[config.mk]
export PLATFORM = sky130hd
export DESIGN_NAME = rom_loader
export DESIGN_NICKNAME = d
export VERILOG_FILES = /design/src/rtl/rom_loader_pkg.sv /design/src/rtl/rom_loader_csum.sv /design/src/rtl/rom_loader.sv
export SDC_FILE = /design/constraint.sdc
export NUM_CORES = 1
export LEC_CHECK = 0
export ABC_AREA = 1
export CELL_PAD_IN_SITES_DETAIL_PLACEMENT = 0
export CELL_PAD_IN_SITES_GLOBAL_PLACEMENT = 1
export CORE_MARGIN = 2
export CORE_UTILIZATION = 35
export CTS_CLUSTER_SIZE = 24
export DETAILED_ROUTE_END_ITERATION = 8
export PLACE_DENSITY = 0.73
export SLEW_MARGIN = 0
export SYNTH_ARGS = -nofsm -noshare
export SYNTH_HDL_FRONTEND = slang
export SYNTH_HIERARCHICAL = 1
export SYNTH_SLANG_ARGS = --single-unit
[constraint.sdc]
create_clock -name sys_clk -period 3.26 [get_ports sys_clk]
set_input_delay 0.978 -clock sys_clk [delete_from_list [all_inputs] [get_ports sys_clk]]
set_output_delay 0.978 -clock sys_clk [all_outputs]
set_load 0.01 [all_outputs]
[src/rtl/rom_loader_pkg.sv]
// rom_loader_pkg: shared types and constants for the ROM load engine.
//   state_t   - loader FSM states
//   ERR_*     - err_code values reported on the error output
//   ROM_DEPTH - word depth of each target ROM
package rom_loader_pkg;

  typedef enum logic [2:0] {
    S_IDLE        = 3'd0,
    S_LOAD        = 3'd1,
    S_VERIFY_ADDR = 3'd2,
    S_VERIFY_CMP  = 3'd3,
    S_DONE        = 3'd4,
    S_ERROR       = 3'd5
  } state_t;

  localparam logic [1:0] ERR_NONE  = 2'd0;
  localparam logic [1:0] ERR_COUNT = 2'd1;
  localparam logic [1:0] ERR_CSUM  = 2'd2;

  localparam int unsigned ROM_DEPTH = 64;

endpackage

[src/rtl/rom_loader_csum.sv]
// rom_csum_acc: modular checksum accumulator (wraps at 2^W).
//   clk, rst   - clock, synchronous active-low reset
//   clr        - clear sum (priority over en)
//   en, add    - accumulate add into sum
//   sum        - registered running sum
//   sum_next   - sum + add, for same-cycle comparisons
module rom_csum_acc #(
  parameter int unsigned W = 32
) (
  input  logic         clk,
  input  logic         rst,
  input  logic         clr,
  input  logic         en,
  input  logic [W-1:0] add,
  output logic [W-1:0] sum,
  output logic [W-1:0] sum_next
);

  assign sum_next = sum + add;

  always_ff @(posedge clk) begin
    if (!rst || clr) begin
      sum <= '0;
    end else if (en) begin
      sum <= sum_next;
    end
  end

endmodule

[src/rtl/rom_loader.sv]
// rom_loader: streams an image into PMEM/EMEM over the ROM load port, reads it
// back to confirm a checksum, and holds the CPU in reset until that succeeds.
//   sys_clk, sys_rst         - clock, synchronous active-low reset
//   start, image_sel,
//   word_count               - load request (sel/count latched on start)
//   in_valid, in_data,
//   in_ready                 - image word stream
//   rom_we, rom_select,
//   rom_addr, rom_wd         - registered ROM write/address port
//   rom_rd                   - ROM readback data
//   cpu_rst_hold             - 1 keeps the CPU in reset
//   busy, done, error,
//   err_code                 - status
module rom_loader
  import rom_loader_pkg::*;
#(
  parameter int unsigned ADDR_W = 6,
  parameter int unsigned DATA_W = 32
) (
  input  logic              sys_clk,
  input  logic              sys_rst,
  input  logic              start,
  input  logic              image_sel,
  input  logic [ADDR_W:0]   word_count,
  input  logic              in_valid,
  input  logic [DATA_W-1:0] in_data,
  output logic              in_ready,
  output logic              rom_we,
  output logic              rom_select,
  output logic [ADDR_W-1:0] rom_addr,
  output logic [DATA_W-1:0] rom_wd,
  input  logic [DATA_W-1:0] rom_rd,
  output logic              cpu_rst_hold,
  output logic              busy,
  output logic              done,
  output logic              error,
  output logic [1:0]        err_code
);

  localparam logic [ADDR_W:0] DEPTH = (ADDR_W+1)'(1) << ADDR_W;

  state_t            state, state_n;
  logic [ADDR_W:0]   idx, idx_n, idx_inc;
  logic [ADDR_W:0]   count, count_n;
  logic              sel_n, we_n;
  logic [ADDR_W-1:0] addr_n;
  logic [DATA_W-1:0] wd_n;
  logic [1:0]        err_n;
  logic              accept;
  logic              wclr, wen, rclr, ren;
  logic [DATA_W-1:0] wsum, wsum_next, rsum, rsum_next;

  rom_csum_acc #(.W(DATA_W)) u_wsum (
    .clk(sys_clk), .rst(sys_rst), .clr(wclr), .en(wen),
    .add(in_data), .sum(wsum), .sum_next(wsum_next)
  );

  rom_csum_acc #(.W(DATA_W)) u_rsum (
    .clk(sys_clk), .rst(sys_rst), .clr(rclr), .en(ren),
    .add(rom_rd), .sum(rsum), .sum_next(rsum_next)
  );

  assign idx_inc      = idx + 1'b1;
  assign busy         = (state == S_LOAD) || (state == S_VERIFY_ADDR) ||
                        (state == S_VERIFY_CMP);
  assign done         = (state == S_DONE);
  assign error        = (state == S_ERROR);
  assign cpu_rst_hold = (state != S_DONE);

  always_ff @(posedge sys_clk) begin
    if (!sys_rst) begin
      state      <= S_IDLE;
      idx        <= '0;
      count      <= '0;
      rom_select <= 1'b0;
      rom_we     <= 1'b0;
      rom_addr   <= '0;
      rom_wd     <= '0;
      err_code   <= ERR_NONE;
    end else begin
      state      <= state_n;
      idx        <= idx_n;
      count      <= count_n;
      rom_select <= sel_n;
      rom_we     <= we_n;
      rom_addr   <= addr_n;
      rom_wd     <= wd_n;
      err_code   <= err_n;
    end
  end

  always_comb begin
    state_n  = state;
    idx_n    = idx;
    count_n  = count;
    sel_n    = rom_select;
    we_n     = 1'b0;
    addr_n   = rom_addr;
    wd_n     = rom_wd;
    err_n    = err_code;
    wclr     = 1'b0;
    wen      = 1'b0;
    rclr     = 1'b0;
    ren      = 1'b0;
    in_ready = (state == S_LOAD) && (idx < count);
    accept   = in_valid && in_ready;

    case (state)
      S_IDLE, S_DONE, S_ERROR: begin
        if (start) begin
          if ((word_count == '0) || (word_count > DEPTH)) begin
            state_n = S_ERROR;
            err_n   = ERR_COUNT;
          end else begin
            state_n = S_LOAD;
            count_n = word_count;
            sel_n   = image_sel;
            idx_n   = '0;
            wclr    = 1'b1;
            rclr    = 1'b1;
            err_n   = ERR_NONE;
          end
        end
      end
      S_LOAD: begin
        if (accept) begin
          we_n   = 1'b1;
          addr_n = idx[ADDR_W-1:0];
          wd_n   = in_data;
          wen    = 1'b1;
          idx_n  = idx_inc;
        end else if (idx == count) begin
          // Final write is on the bus this cycle; the readback address is
          // set up here so it is already idx during VERIFY_ADDR.
          idx_n   = '0;
          addr_n  = '0;
          state_n = S_VERIFY_ADDR;
        end
      end
      S_VERIFY_ADDR: begin
        state_n = S_VERIFY_CMP;
      end
      S_VERIFY_CMP: begin
        // Address has been stable for two cycles, so rom_rd is good for
        // both combinational and one-cycle-registered ROMs.
        ren = 1'b1;
        if (idx == count - 1'b1) begin
          if (rsum_next == wsum) begin
            state_n = S_DONE;
          end else begin
            state_n = S_ERROR;
            err_n   = ERR_CSUM;
          end
        end else begin
          idx_n   = idx_inc;
          addr_n  = idx_inc[ADDR_W-1:0];
          state_n = S_VERIFY_ADDR;
        end
      end
      default: state_n = S_IDLE;
    endcase
  end

endmodule

==> reports/metrics.cfg <==
[worst_setup_path]
startpoint_type=flop
reg2reg_depth=22
worst-setup-path-type=reg2out
r2r_end=err_code[0]$_SDFFE_PN0P_
cp-end-kind=primary output
critical_path.max_fanout=6
cp-startpoint=count[4]$_SDFFE_PN0P_
endpoint=in_ready
required_ns=2.28
r2r-start=u_rsum/sum[10]$_SDFFE_PP0P_
ff2ff_setup_slack_ns=0.54
arrival_ns=2.11

[final_layout]
instances_no_fill=2605
diodes=0
mostFrequentLayoutCell=nand2_1
area_delta_synth_final_pct=35.05
fin_nets=2346
final_cell_mix=nand2_1 (643), inv_1 (380), nor2_1 (269)
design_area_um2=14870
drive_gt1_share_pct=15.44

[sta]
finalSetupViolCount=0
finalCritPeriodShare_pct=94.67
slew_headroom_pct=54.69
timing.final.ws_setup_ns=0.1739
worst_slew_pin_slew_ns=0.6789
min_period_ns=3.086
drv_slew=0
finClkSkew_ns=0.01376
hold_violations=0
clock.fmax_ghz=0.3240

[power_and_ir_drop]
internal-power_mw=4.376
power_frac_seq_pct=26.5
finalPower_mw=7.745
power_switching_mw=3.369
power_frac_comb_pct=48.4
clkPwrFrac_pct=25.2
p_leak_nw=8.158
swShare_pct=43.50
power.density_nw_per_um2=520.7
vdd.ir_drop.worst_uv=351.9

[detailed_routing]
vias_per_cell=4.602
drt_iter0_drc=643
drc_errors=0
dr_total_vias=11990
drtAntennaViolNets=0
drt_wl_total_um=37300
dr.pass1.iters=5
wl_per_cell_um=14.32

[global_routing]
grt_pass1_vias=11310
grt_max_degree=47
grt_pass1_wl_um=59000
grt_overflow=0
antenna_found_initial=0
grtUsageTotal_pct=22.63

[floorplan]
fp-row-count=64
core_um2=30750
die-area_um2=32900
die_w_um=181.4
io_pins=123
fp.dieH_um=181.4
start_util_pct=35.82

[worst_hold_path]
worst_hold_path_type=reg2reg

[placement]
place_hpwl_um=29220
io_buffers=122
gp_congestion=0.8614
pre_cts_slack_ns=-0.6838
place_inst=2563
placed_area_um2=13260

[clocking]
cts_root_buf=clkbuf_16
ctsLongestPathBuffers=2
hold_buffers=0
insertion_delay_ns=0.44
clk_pin_slew_ns=0.07
cts_made_buffers=17
htree_levels=4
clock_sinks=123
cts_tree=done

[yosys]
synthesis.area_um2=11010
syn_inst=1994
ys_warn_count=6
synth.net_count=2143
syn-mean-instance-area_um2=5.524

[status]
status=finished, final reports clean

[run]
drv_cap=0

## metal layers
layer | global-route usage (%) | up-vias | wire length, um | share of wire, %
li1 | - | 6409 | - | -
met1 | 32.36 | 5344 | 18970 | 51
met2 | 36.34 | 213 | 16590 | 44
met3 | 3.008 | 21 | 1280 | 3.4
met4 | 4.715 | 0 | 454 | 1.2
met5 | 0 | - | 0 | 0
## flip-flops by register name, indices dropped and copies added, names as in the netlist
signal / cells
count: 7
err_code: 2
idx: 7
rom_addr: 6
rom_select: 1
rom_wd: 32
rom_we: 1
state: 3
u_rsum/sum: 32
u_wsum/sum: 32
## worst max-delay path: stages (launching register included)
cell and delay [ns]:
dfxtp_2 0.37, inv_1 0.10, ha_1 0.31, nand2_1 0.07, nand2_1 0.05, nand2_1 0.11, nand3_1 0.09, inv_1 0.05
clkdlybuf4s50_1 0.52
## final cells by class
| class | count | area, um2 |
|---|---|---|
| Tap cell | 396 | 495.5 |
| Multi-Input combinational cell | 1446 | 7821 |
| Sequential cell | 123 | 2467 |
| Fill cell | 3277 | 15880 |
| Clock inverter | 12 | 138.9 |
| Inverter | 391 | 1468 |
| Timing Repair Buffer | 218 | 2041 |
| Clock buffer | 19 | 442.9 |
## power by group through the flow
stage,clock network (mW),logic [mW],registers [mW]
after floorplan,0,2.40,2.00
after global placement,0,3.54,2.06
after detailed placement,0,3.56,2.06
after CTS,1.99,3.62,2.03
after global routing,2.07,4.26,2.08
final,1.95,3.75,2.05
## what timing repair did
action | in CTS | in global routing
pin swaps | 10 | 58
buffers inserted | 1 | 10
endpoints found under the setup margin | 3 | 4
gates resized for setup | 46 | 169
## how the worst min path moves through the flow
stage,start,endpoint,slack (ns),depth (start not counted)
after floorplan,u_rsum/sum[0]$_SDFFE_PP0P_,u_rsum/sum[0]$_SDFFE_PP0P_,0.44,2
after global placement,rom_wd[9]$_SDFFE_PN0P_,rom_wd[9]$_SDFFE_PN0P_,0.45,2
after detailed placement,rom_wd[8]$_SDFFE_PN0P_,rom_wd[8]$_SDFFE_PN0P_,0.46,2
after CTS,rom_wd[9]$_SDFFE_PN0P_,rom_wd[9]$_SDFFE_PN0P_,0.47,2
after global routing,rom_wd[15]$_SDFFE_PN0P_,rom_wd[15]$_SDFFE_PN0P_,0.49,2
final,rom_wd[9]$_SDFFE_PN0P_,rom_wd[9]$_SDFFE_PN0P_,0.46,2
## per-stage QoR
step / hold slack, ns / setup TNS [ns] / util [%]
6_report: 0.4639 / 0 / 48.37
5_1_grt: 0.4882 / -0.01574 / 48.37
4_1_cts: 0.4663 / 0 / 45.81
3_5_place_dp: 0.4559 / -1.898 / 43.11
3_3_place_gp: 0.4514 / -1.777 / 43.11
2_1_floorplan: 0.4447 / 0 / -
Power figures use the tool's default switching activity.
